--- config.mk ---
export PLATFORM = sky130hd
export DESIGN_NAME = slt_operation
export DESIGN_NICKNAME = d
export VERILOG_FILES = /design/src/rtl/slt_pkg.sv /design/src/rtl/slt_comparator.sv /design/src/rtl/slt_operation.sv
export SDC_FILE = /design/constraint.sdc
export NUM_CORES = 1
export LEC_CHECK = 0
export BUFFER_PORTS_ARGS = -buffer_cell sky130_fd_sc_hd__clkbuf_2
export CORE_UTILIZATION = 30
export DETAILED_ROUTE_END_ITERATION = 8
export PLACE_DENSITY_LB_ADDON = 0.25
export SLEW_MARGIN = 20
export SYNTH_ARGS = -nofsm -noshare
export SYNTH_HDL_FRONTEND = slang
export SYNTH_SLANG_ARGS = --single-unit
--- constraint.sdc ---
create_clock -name clk -period 4.9 [get_ports clk]
set_input_delay 0.735 -clock clk [delete_from_list [all_inputs] [get_ports clk]]
set_output_delay 0.735 -clock clk [all_outputs]
set_load 0.01 [all_outputs]
--- src/rtl/slt_pkg.sv ---
// Shared opcode definitions for the set-less-than unit.
// Both compare-mode codes are exported as an enum and as plain localparams.
package slt_pkg;

    localparam logic [3:0] SLT_CODE  = 4'b0010;
    localparam logic [3:0] SLTU_CODE = 4'b0011;

    typedef enum logic [3:0] {
        OP_SLT  = SLT_CODE,
        OP_SLTU = SLTU_CODE
    } slt_op_e;

endpackage

--- src/rtl/slt_comparator.sv ---
// Combinational less-than built on one shared subtractor.
// Unsigned uses the borrow out; signed uses result sign XOR overflow.
module slt_comparator #(
    parameter int DATA_WIDTH = 32
) (
    input  logic [DATA_WIDTH-1:0] SrcA,
    input  logic [DATA_WIDTH-1:0] SrcB,
    input  logic                  is_signed,
    output logic                  lt
);

    logic [DATA_WIDTH:0]   wide_diff;
    logic [DATA_WIDTH-1:0] diff;
    logic                  borrow;
    logic                  overflow;
    logic                  nonzero;

    assign wide_diff = {1'b0, SrcA} - {1'b0, SrcB};
    assign borrow    = wide_diff[DATA_WIDTH];
    assign diff      = wide_diff[DATA_WIDTH-1:0];
    assign overflow  = (SrcA[DATA_WIDTH-1] != SrcB[DATA_WIDTH-1]) &&
                       (diff[DATA_WIDTH-1] != SrcA[DATA_WIDTH-1]);
    // Equal operands are forced to "not less than" explicitly in both modes.
    assign nonzero   = |diff;

    always_comb begin
        lt = 1'b0;
        if (nonzero) begin
            if (is_signed) lt = diff[DATA_WIDTH-1] ^ overflow;
            else           lt = borrow;
        end
    end

endmodule

--- src/rtl/slt_operation.sv ---
// SLT/SLTU execute-stage unit: decode, compare, and one-cycle result register.
// Unknown opcodes still produce a registered zero with a valid strobe.
module slt_operation
    import slt_pkg::*;
#(
    parameter int DATA_WIDTH    = 32,
    parameter int OPCODE_LENGTH = 4
) (
    input  logic                     clk,
    input  logic                     rst_n,
    input  logic [DATA_WIDTH-1:0]    SrcA,
    input  logic [DATA_WIDTH-1:0]    SrcB,
    input  logic [OPCODE_LENGTH-1:0] Operation,
    input  logic                     in_valid,
    output logic [DATA_WIDTH-1:0]    Rd,
    output logic                     out_valid
);

    logic is_signed;
    logic op_known;
    logic cmp_lt;
    logic lt;

    always_comb begin
        is_signed = 1'b0;
        op_known  = 1'b0;
        if (Operation == OPCODE_LENGTH'(OP_SLT)) begin
            is_signed = 1'b1;
            op_known  = 1'b1;
        end else if (Operation == OPCODE_LENGTH'(OP_SLTU)) begin
            op_known  = 1'b1;
        end
    end

    slt_comparator #(
        .DATA_WIDTH (DATA_WIDTH)
    ) u_cmp (
        .SrcA      (SrcA),
        .SrcB      (SrcB),
        .is_signed (is_signed),
        .lt        (cmp_lt)
    );

    assign lt = cmp_lt & op_known;

    always_ff @(posedge clk) begin
        if (!rst_n) begin
            Rd        <= '0;
            out_valid <= 1'b0;
        end else begin
            out_valid <= in_valid;
            if (in_valid) Rd <= {{(DATA_WIDTH-1){1'b0}}, lt};
        end
    end

endmodule

Yosys cells after proc, flatten, opt, wreduce, memory -nomap -nowiden:

Index checks and enable logic that the tools add are counted.

* mux-type cells: 5
* reductions and logical operators: 2
* equality and inequality tests: 4
* div/mod/pow operators: 0
* bitwise logic cells: 2
* shift operators: 0
* multipliers: 0
* order comparisons: 0
* add/sub/neg operators: 1

Operators by type and width (count)
* subtractor 32 x 32 -> 33 bit: 1
* OR reduction 32 bit: 1
* equality test 4 x 2 -> 1 bit, second input constant: 2
* two-way mux 1 bit: 5
* != test 1 bit: 2
* AND 1 bit: 1
* logical AND 1 bit: 1
* bitwise XOR 1 bit: 1

* bits in registers: 2
* memory bits (read-only): 0
* output and inout port bits: 33
* memories kept: 0
* RAM bits: 0
* input bits: 71
* bits in latches: 0

Logic depth before layout (Yosys ltp):

* word-level depth: 7
* gate-level depth with buffers: 19
* gate-level depth less buffers: 18

Cells and area by module:

Synthesis repeated with hierarchy kept, for this count alone.

* cell total of the unflattened synthesis: 341
* area, all modules: 2334.7 um2

By module, submodules not included
* slt_comparator: cells each 301, instances 1, area each 2021.9 um2
* slt_operation: cells each 40, instances 1, area each 312.8 um2

Least setup slack after synthesis:

OpenSTA, ideal clock, no wires.

* kind: input to register
* start: in SrcB[21]
* end: reg Rd[0]
* stages on the path: 19
* required time: 4765 ps
* setup time: 135 ps
* slack: 496 ps
* arrival time: 4269 ps
* cell sequence: inv_1 -> ha_1 -> buf_6 -> nand3_1 -> nor2_2 -> a221o_1 -> a31oi_1 -> a21oi_1 -> or2_1 -> o31a_1 -> fa_1 -> a2111oi_1 -> nand4_1 -> nor4_1 -> nand4b_1 -> nor4_1 -> nand4_1 -> nor4_2 -> a41oi_1

* cells in the longest elaborated chain, start to end: 7
* elaborated cells on any way between the ends: 8

RTL lines
* from (decl): line slt_operation.sv:12 `input logic [DATA_WIDTH-1:0] SrcB,`
* subtractor 32 x 32 -> 33 bit (*): line slt_comparator.sv:18 `assign wide_diff = {1'b0, SrcA} - {1'b0, SrcB};`
* != test 1 bit: line slt_comparator.sv:22 `(diff[DATA_WIDTH-1] != SrcA[DATA_WIDTH-1]);`
* logical AND 1 bit: line slt_comparator.sv:21 `assign overflow = (SrcA[DATA_WIDTH-1] != SrcB[DATA_WIDTH-1]) &&`
* bitwise XOR 1 bit: line slt_comparator.sv:29 `if (is_signed) lt = diff[DATA_WIDTH-1] ^ overflow;`
* two-way mux 1 bit: line slt_comparator.sv:29
* two-way mux 1 bit (*): line slt_comparator.sv:28 `if (nonzero) begin`
* AND 1 bit (*): line slt_operation.sv:44 `assign lt = cmp_lt & op_known;`
* to (signal assigned): line slt_operation.sv:52 `if (in_valid) Rd <= {{(DATA_WIDTH-1){1'b0}}, lt};`
* to (decl): line slt_operation.sv:15 `output logic [DATA_WIDTH-1:0] Rd,`

Every way passes the cells marked *; elsewhere a longest branch is shown, timed or not.
A chain may end at the register's enable or synchronous reset.

Final worst setup path:

Ends and elaborated chain as after synthesis.

==> metrics.cfg <==
[detailed_routing]
via_per_inst = 4.96
ant_nets = 0
drc = 0
drt-initial-drc-count = 76
vias = 2634
routed_wl_um = 6460
wl_per_cell_um = 12.2
first_pass_iters = 4

[timing]
fmax_ghz = 0.219
hold_viol = 0
finClkSkew_ps = 0
finalCritPeriodShare_pct = 93.4
fin_crit_ps = 4580
tns_ps = 0
drv_slew = 0
holdWs_ps = 791
finalSetupViolCount = 0

[logic_synthesis]
syn_area_per_cell_um2 = 6.97
synth_flop_cell = dfxtp_1
async_reset_ff_share_pct = 0
yosysWarnings = 0
synth.distinct_cells = 79
synth_top_area_share_pct = 16.3
synth-edff-count = 0
yosysSeqAreaShare_pct = 1.63
yosys-top-cells-count = inv_1, buf_4, ha_1
synth_seq_cells = 2
syn_area_um2 = 2450
synth_top_area_cell = ha_1
synthMostInstantiatedCell = inv_1
synth_cells = 352
synth_area_leaders = ha_1, buf_4, inv_1, a21oi_1, o21ai_0

[global_routing]
grt_max_degree = 12
grt_pass1_vias = 2418
grt_usage_pct = 14.9
grt_antenna_before_repair = 0
overflow = 0
grt_pass1_wl_um = 10700

[pwr]
p_int_uw = 209
p_switching_uw = 199
ir_drop_mv = 0.0525
leakage_nw = 1.50
power_frac_comb_pct = 80.3
switching_share_pct = 48.7
p_clk_share_pct = 15.4
seqPwrFrac_pct = 4.2
power_density_nw_per_um2 = 140

[run_status]
status = complete, no violations

[die]
die_x_um = 92.5
die-area_um2 = 8550
start_util_pct = 31.4
ios = 104
core_area_um2 = 7810
num_rows = 32
fp.dieH_um = 92.5

[clocking]
cts.sinks = 2
cts_made_buffers = 3
cts-root-buf = clkbuf_8
cts_tree = built
clkSlewWorstSetupHoldPaths_ps = 30
postCtsHoldBufs = 0
clock_path_buffers = 2
cts.htree.levels = 1
clk_latency_ps = 210

[critical_path]
start_kind = input pin
worstPathArrival_ps = 4640
cp_max_fo = 5
endpoint_kind = flop
cp_slowest_stage_delay_ps = 470
crit_type = in -> reg
crit_required_ps = 4970
path_cells = clkbuf_2 -> inv_1 -> ha_1 -> a21oi_2 -> nand2_1 -> a221o_1 -> a31oi_1 -> a21oi_1 -> or2_1 -> o31a_1 -> fa_1 -> a2111oi_2 -> nand4_1 -> nor4_2 -> nand4b_1 -> nor4_1 -> nand4_1 -> nor4_2 -> a41oi_1
rrSetupSlack_ps = 3130
critical_path.slowest_cell = fa_1

[finish]
area_growth_syn_to_layout_pct = 18.2
fin_area_um2 = 2900
num_antenna_cells = 0
layout-drive-gt1-share_pct = 26.8
n_fill_cell = 883
nNetsFinal = 535
finish.utilization_pct = 37.2

[hold_path]
holdCritPathClass = in -> reg

[placed_design]
io_buffers = 72
dpl_cell_area_um2 = 2840
dp_hpwl_um = 5620
gp_congestion = 0.829

[flow_run]
cap_violations = 0

## worst paths after layout
check,from,to,depth (start not counted)
hold reg to reg,Rd[0],Rd[0],4
hold / removal,in_valid,out_valid,2
setup / recovery,SrcB[21],Rd[0],19
setup reg to reg,Rd[0],Rd[0],8
## layout by cell type, fill, tap and decap left out, types with 3 or more instances in the layout
cell type	instances
clkbuf_2	72
inv_1	41
ha_1	32
conb_1	31
a21oi_1	28
nand2_1	24
o21ai_0	19
nor2_1	17
buf_4	15
nand3_1	13
a21o_1	8
nor2b_1	8
nand4_1	5
nand2b_1	5
and2_1	5
o22ai_1	5
nor3_1	5
a21oi_2	4
xnor2_1	4
xor2_1	4
nand3b_1	4
o211ai_1	4
o21ai_1	3
a31oi_1	3
mux2i_1	3
a211oi_1	3
a41oi_1	3
clkbuf_8	3
## final cells by class
type	instances	area (um^2)	share of cell area [%]
Tap cell	102	128	4.40
Timing Repair Buffer	87	473	16.3
Clock buffer	3	41.3	1.42
Sequential cell	2	40.0	1.38
Multi-Input combinational cell	295	2060	71.1
Inverter	42	158	5.43
## kinds of logic after synthesis
family	after synthesis	synth area share (%)
AO/OA/AOI/OAI	110	31.5
XOR/XNOR	8	2.85
adder cells (fa/ha/maj)	33	17.1
buffers and inverters	85	19.6
flip-flops	2	1.63
multiplexers	4	1.68
other	1	0.153
AND/OR/NAND/NOR	109	25.5
## critical path, delay by kind of cell
kind,cells,cell delay (ps)
AO/OA/AOI/OAI,7,1560
adder cells (fa/ha/maj),2,800
AND/OR/NAND/NOR,8,1480
buffers and inverters,2,100
## per-layer routing
metal	routed length (um)	global-route usage, %
met1	3160	20.5
met2	3110	25.7
met3	198	0.821
met4	0	2.47
met5	0	0
## through the flow
stage,setup slack (ps),power [mW],std cells
2_1_floorplan,496,0.267,382
3_3_place_gp,182,0.336,527
3_5_place_dp,78.3,0.338,527
4_1_cts,260,0.404,530
5_1_grt,-21.5,0.448,531
6_report,325,0.407,531
## state kept, by name, indices dropped and copies added (netlist names)
name,cells
out_valid,1
Rd,1
## power by group through the flow
stage               clock [mW]  combinational, mW  sequential [mW]
detailed placement           0              0.320           0.0175
floorplan                    0              0.250           0.0178
CTS                     0.0640              0.323           0.0173
global route            0.0665              0.364           0.0173
global placement             0              0.319           0.0175
finish                  0.0629              0.327           0.0173
## timing repair
item | 4_1_cts | 5_1_grt
resized for setup | 0 | 3
hold endpoints to repair | 0 | 0
setup buffers | 0 | 1
endpoints found under the setup margin | 0 | 1
Power figures use the tool's default switching activity.
